### config.mk
export PLATFORM = sky130hd
export DESIGN_NAME = loop_nest
export DESIGN_NICKNAME = d
export VERILOG_FILES = /design/src/rtl/loop_pkg.sv /design/src/rtl/loop_level.sv /design/src/rtl/loop_nest.sv
export SDC_FILE = /design/constraint.sdc
export NUM_CORES = 1
export LEC_CHECK = 0
export CORE_ASPECT_RATIO = 1.2
export CORE_MARGIN = 2
export CORE_UTILIZATION = 45
export DETAILED_ROUTE_END_ITERATION = 7
export DONT_BUFFER_PORTS = 1
export PLACE_DENSITY_LB_ADDON = 0.08
export SETUP_SLACK_MARGIN = 0.5
export SLEW_MARGIN = 0
export SYNTH_ARGS = -nofsm -noshare
export SYNTH_HDL_FRONTEND = slang
export SYNTH_SLANG_ARGS = --single-unit
### constraint.sdc
create_clock -name clk -period 3.6 [get_ports clk]
set_clock_uncertainty 0.05 [all_clocks]
set_input_delay 0.72 -clock clk [delete_from_list [all_inputs] [get_ports clk]]
set_output_delay 0.72 -clock clk [all_outputs]
set_load 0.01 [all_outputs]
### src/rtl/loop_pkg.sv
// Shared definitions for the nested loop index generator: default sizes,
// the run-state encoding and the per-level bit-slice helper.
package loop_pkg;

    localparam int W_DEF = 16;
    localparam int N_DEF = 3;

    typedef enum logic {
        IDLE = 1'b0,
        RUN  = 1'b1
    } run_state_e;

    function automatic int slice_lo(input int lvl, input int w);
        return lvl * w;
    endfunction

endpackage

### src/rtl/loop_level.sv
// One level of the loop nest: a wrapping counter between ini and fin (inclusive,
// modulo 2^W) that presents ini directly while the nest is not running.
module loop_level #(
    parameter int W = 16
) (
    input  logic         clk,
    input  logic         live,
    input  logic [W-1:0] ini,
    input  logic [W-1:0] fin,
    input  logic         inc,
    input  logic         load,
    output logic [W-1:0] idx,
    output logic         at_fin
);

    logic [W-1:0] cnt_q;
    logic [W-1:0] cnt_d;

    // Presented index and end-of-range flag
    always_comb begin
        if (live) begin
            idx = cnt_q;
        end else begin
            idx = ini;
        end
        at_fin = (idx == fin);
    end

    // Next count; holding the presented value captures ini on a stalled start cycle
    always_comb begin
        if (load) begin
            cnt_d = ini;
        end else if (inc) begin
            if (at_fin) begin
                cnt_d = ini;
            end else begin
                cnt_d = idx + {{(W-1){1'b0}}, 1'b1};
            end
        end else begin
            cnt_d = idx;
        end
    end

    // Counter register
    always_ff @(posedge clk) begin
        cnt_q <= cnt_d;
    end

endmodule

### src/rtl/loop_nest.sv
// N-level nested loop index generator; level 0 is innermost and carries into
// level 1 when it wraps. Reports per-level wrap and whole-nest done.
module loop_nest
    import loop_pkg::*;
#(
    parameter int W = W_DEF,
    parameter int N = N_DEF
) (
    input  logic         clk,
    input  logic         rst,
    input  logic [N*W-1:0] ini,
    input  logic [N*W-1:0] fin,
    input  logic         start,
    input  logic         en,
    input  logic         abort,
    output logic [N*W-1:0] idx,
    output logic         valid,
    output logic         busy,
    output logic [N-1:0] wrap,
    output logic         done
);

    run_state_e   state_q;
    logic         live;
    logic         adv;
    logic         load;
    logic [N-1:0] at_fin;
    logic [N-1:0] inc;

    assign live  = (state_q == RUN);
    assign valid = (start | live) & ~rst & ~abort;
    assign adv   = valid & en;
    assign done  = wrap[N-1];
    assign busy  = live;
    // Counters reload whenever the next cycle is idle
    assign load  = ~valid | done;

    // Equality carry chain: level i wraps only when every inner level is at fin
    always_comb begin
        logic chain;
        chain = adv;
        inc   = '0;
        wrap  = '0;
        for (int i = 0; i < N; i++) begin
            inc[i]  = chain;
            chain   = chain & at_fin[i];
            wrap[i] = chain;
        end
    end

    for (genvar g = 0; g < N; g++) begin : g_level
        loop_level #(.W(W)) u_level (
            .clk    (clk),
            .live   (live),
            .ini    (ini[slice_lo(g, W) +: W]),
            .fin    (fin[slice_lo(g, W) +: W]),
            .inc    (inc[g]),
            .load   (load),
            .idx    (idx[slice_lo(g, W) +: W]),
            .at_fin (at_fin[g])
        );
    end

    // Run flag: abort and reset cancel, done ends the nest, a live iteration keeps it running
    always_ff @(posedge clk) begin
        if (rst) begin
            state_q <= IDLE;
        end else if (abort || done) begin
            state_q <= IDLE;
        end else if (valid) begin
            state_q <= RUN;
        end else begin
            state_q <= state_q;
        end
    end

endmodule
# Word level (Yosys, flattened, before mapping)
# Cells that the tools add are included.
# totals
output_inout_bits	54
regBits	49
# op_classes
n_mux	12
eq_ne	3
addsub	3
n_reduce_logical	2
bitwise_logic	11
# op_table
op	count
2-to-1 mux 16 bit	12
adder 16 x 1 -> 16 bit (second input constant)	3
equality test 16 bit	3
AND 1 bit	6
NOT 1 bit	3
OR 1 bit	2
OR reduction 2 bit	1
logical OR 1 bit	1

# Depth between registers and ports, before layout
# logic_depth
word_depth	9
depth_mapped	12
ltp_nobuf	9

# By module
# A second synthesis with hierarchy kept.
# unflattened
hier_cells	559
hier_area_um2	4665.7
# by_module_without_submodules
mod	area_per_inst_um2	n_inst	seq_area_each_um2	cells_per_inst
loop_level	1522.7	3	320.3	182
loop_nest	97.6	1	20.0	13

# Worst setup path before layout
# No wires, ideal clock.
# synth_timing
path_type	register to output
from	register state_q (netlist: busy)
to	output port wrap[2]
t_arrival_ns	2.971
n_path_buf	5
slack_ns	-0.141
stages_incl_launch_ff	11
cell_sequence	dfxtp_1 -> buf_6 -> buf_4 -> buf_2 -> mux2_2 -> xor2_1 -> nor4_1 -> nand4_1 -> buf_2 -> nor4_1 -> buf_4
# synth_between
word_cells_on_any_way	13
# synth_rtl
element	line_no	source
start, declared	loop_nest.sv:23	run_state_e state_q;
start signal, assigned	loop_nest.sv:73	state_q <= state_q;
2-to-1 mux 16 bit	loop_level.sv:21	if (live) begin
net idx[39]	loop_nest.sv:16	output logic [N*W-1:0] idx,
equality test 16 bit	loop_level.sv:26	at_fin = (idx == fin);
AND 1 bit	loop_nest.sv:46	chain = chain & at_fin[i];
end, declared	loop_nest.sv:19	output logic [N-1:0] wrap,
# The timed path passes the listed nets, and every way through them passes these cells.

# Worst setup path after layout
# layout_timing
from	register state_q (netlist: busy)
to	output port done
# layout_between
elab_chain_len	7
word_cells_on_any_way	13
# layout_lines
element	line_no	source
OR 1 bit	loop_nest.sv:31	assign valid = (start | live) & ~rst & ~abort;
AND 1 bit (2 in series)	loop_nest.sv:31	
AND 1 bit	loop_nest.sv:32	assign adv = valid & en;
AND 1 bit (2 in series)	loop_nest.sv:46	
AND 1 bit (*)	loop_nest.sv:46	
end, declared	loop_nest.sv:20	output logic done
# Every way passes the cells marked *; elsewhere a longest branch is shown, timed or not.

==> summary.md <==
| Metric | Value |
|---|---|
| Max_slew headroom | `0.4908` |
| Clk root buf | `clkbuf_8` |
| Syn nets | `602` |
| Initial DRC count | `150` |
| Htree depth | `2` |
| Fmax | `297.6 MHz` |
| Gr ovfl total | `0` |
| Vias after detailed routing | `3990` |
| Worst-Margin Slew | `763.0 ps` |
| Antenna violations before repair | `0` |
| Tmin final | `3361 ps` |
| Setup-violating endpoint count in the final report | `0` |
| Final hold violations | `0` |
| Crit path from | `busy$_SDFFE_PP0N_` |
| FP Rows | `38` |
| Crit path DAT | `2590 ps` |
| Fin nets | `637` |
| Number of flops mapped to enable cells by yosys | `0` |
| TNS Setup | `0 ps` |
| Average size of a mapped cell | `8.201 um2` |
| Clock transition at the registers of the reported paths | `110 ps` |
| DRC viols | `0` |
| Sequential cell area fraction in the yosys report | `0.2402` |
| Clock share of power | `0.302` |
| Path type of the worst min-delay path | `in2reg` |
| Maximum vdd drop | `122.9 uV` |
| YS warnings | `0` |
| Number of synthesized register bits | `49` |
| Core area | `0.008939 mm2` |
| CP endpoint kind | `output port` |
| Global-route wire length before repair | `20890 um` |
| Final period util | `0.9335` |
| CTS buffer count | `5` |
| Sw Ratio | `0.3122` |
| Vias in the first global route | `4077` |
| Share of layout cells above drive strength 1 | `0.2566` |
| Die ar. | `0.009857 mm2` |
| Sink Count | `49` |
| Synth top area cells | `dfxtp_1, xnor2_1, mux2_2, xor2_1, a2bb2oi_1` |
| Synth Cell Area | `0.004084 mm2` |
| P&R area growth vs syn | `25.03%` |
| Pin count of the biggest net entering global routing | `24` |
| Status | `complete, no violations` |
| WS Path Type | `reg2out` |
| CP Launch Type | `flop` |
| Leak | `1.937 nW` |
| Hold slack | `451.1 ps` |
| Top cells by count, synth | `dfxtp_1, nand2_1, inv_1` |
| Max cap viols | `0` |
| Worst r2r src | `busy$_SDFFE_PP0N_` |
| Top cell type's share of synthesized area | `0.2402` |
| HPWL Detailed | `9635 um` |
| DR WL/cell | `20.82 um` |
| Crit Path Max Fanout | `4` |
| Count leader, synth | `dfxtp_1` |
| Hold Crit Start | `ini[14]` |
| Ant diodes | `0` |
| Port Buffers | `0` |
| IO Pins | `155` |
| Chip height | `108.4 um` |
| Count of cell types in the netlist | `55` |
| Max-slew violation count | `0` |
| Logic gate share of total power | `0.299` |
| Via-to-Cell Ratio | `6.101` |
| Pwr Density | `299.4 mW/mm2` |
| CP Data Required Time | `2830 ps` |
| Sequential share of power | `0.399` |
| Synth area leader | `dfxtp_1` |
| Cells after Synth | `498` |
| Gp weighted congestion | `0.8685` |
| CTS tree | `done` |
| Total global-route track usage | `0.2651` |
| Antenna Nets Post-Route | `0` |
| Worst skew pair latency | `320 ps` |
| FFs w/ async S/R, synth | `0` |
| Main flop type after synthesis | `dfxtp_1` |
| Clock buffer depth | `2` |
| Chip Width | `90.97 um` |
| DRT Wirelength | `13620 um` |
| DRT Pass-1 Iters | `4` |
| RSZ-0062 raised after global routing | `true` |
| Hold Buf Count CTS | `0` |
| Int Power | `1.052 mW` |
| Initial Util | `0.4569` |
| Switching power | `0.4773 mW` |
power groups by stage:
stage	Sequential (mW)	Clock (mW)	Combinational [mW]
floorplan	0.612	0	0.307
global placement	0.622	0	0.384
detailed placement	0.623	0	0.388
CTS	0.608	0.470	0.433
global route	0.616	0.491	0.494
finish	0.610	0.461	0.458
per-layer routing:
layer	wire, um	part of all wire	vias up	track usage
li1	-	-	1908	-
met1	5370	0.39	1889	0.3090
met2	6957	0.51	161	0.4762
met3	905	0.066	32	0.05436
met4	386	0.028	0	0.1050
met5	0	0	-	0
worst paths after layout:
check                                                             to  slack, ps  depth (start not counted)
worst max register to register  g_level[2].u_level.cnt_q[10]$_DFF_P_        410                         13
worst max-delay path                                            done        240                         11
worst min-delay path            g_level[0].u_level.cnt_q[14]$_DFF_P_        450                          2
worst min register to register  g_level[0].u_level.cnt_q[14]$_DFF_P_        650                          3
cell type report:
| type | instances | area [um2] |
|---|---|---|
| clock inverters | 2 | 35.03 |
| repair buffers | 58 | 586.8 |
| flip-flops and latches | 49 | 984.7 |
| repair inverters | 1 | 7.507 |
| multi-input cells | 379 | 3092 |
| clock buffers | 6 | 93.84 |
| fillers | 853 | 3832 |
| inverters | 39 | 156.4 |
| well taps | 120 | 150.1 |
through the flow:
step	std cells	setup slack, ps	power, mW	util	area, um2
2_1_floorplan	498	318.2	0.9183	-	4158
3_3_place_gp	628	129.3	1.006	0.4950	4424
3_5_place_dp	628	118.6	1.011	0.4950	4424
4_1_cts	647	233.9	1.512	0.5462	4882
5_1_grt	654	162.9	1.601	0.5712	5106
6_report	654	239.5	1.529	0.5712	5106
cell families (layout without fill, tap and decap cells):
group | Yosys count | after routing | share of synthesized area
xor gates and xnor gates | 59 | 59 | 0.1265
AOI/OAI and AO/OA | 122 | 122 | 0.2175
DFF | 49 | 49 | 0.2402
muxes | 49 | 49 | 0.1339
buffers and inverters | 70 | 106 | 0.07629
adders and majority gates | 3 | 3 | 0.009192
and+or+nand+nor | 146 | 146 | 0.1964
cells in the final DEF (no fill, tap or decap), drive strengths merged, types with 6 or more instances in the layout:
cell type / synthesis / final
a211oi: 24 / 24
a2bb2oi: 22 / 22
buf: 15 / 56
clkbuf: 16 / 8
dfxtp: 49 / 49
inv: 39 / 39
mux2: 24 / 24
mux2i: 25 / 25
nand2: 41 / 41
nand2b: 6 / 6
nand3: 13 / 13
nand4: 8 / 8
nor2: 17 / 17
nor3: 11 / 11
nor4: 17 / 17
o21ai: 26 / 26
o22ai: 16 / 16
or3: 7 / 7
xnor2: 35 / 35
xor2: 24 / 24
state kept, by name, summed over array words and instances (netlist names):
| register | flops |
|---|---|
| g_level.u_level.cnt_q | 48 |
| busy | 1 |
timing repair:
item / 4_1_cts / 5_1_grt
setup buffers: 9 / 5
gates resized for setup: 42 / 29
gates cloned: 2 / 2
pin swaps: 14 / 15
setup endpoints to repair: 42 / 41
worst max-delay path, stage by stage, from the launching register on:
cell	delay [ps]
dfxtp_4	420
buf_12	130
buf_8	100
buf_6	100
buf_4	120
mux2i_2	240
xnor2_1	130
nor4_2	180
nand4_1	220
buf_6	190
nor4_4	260
buf_4	190
Note: power is estimated with default switching activity, not from simulation.
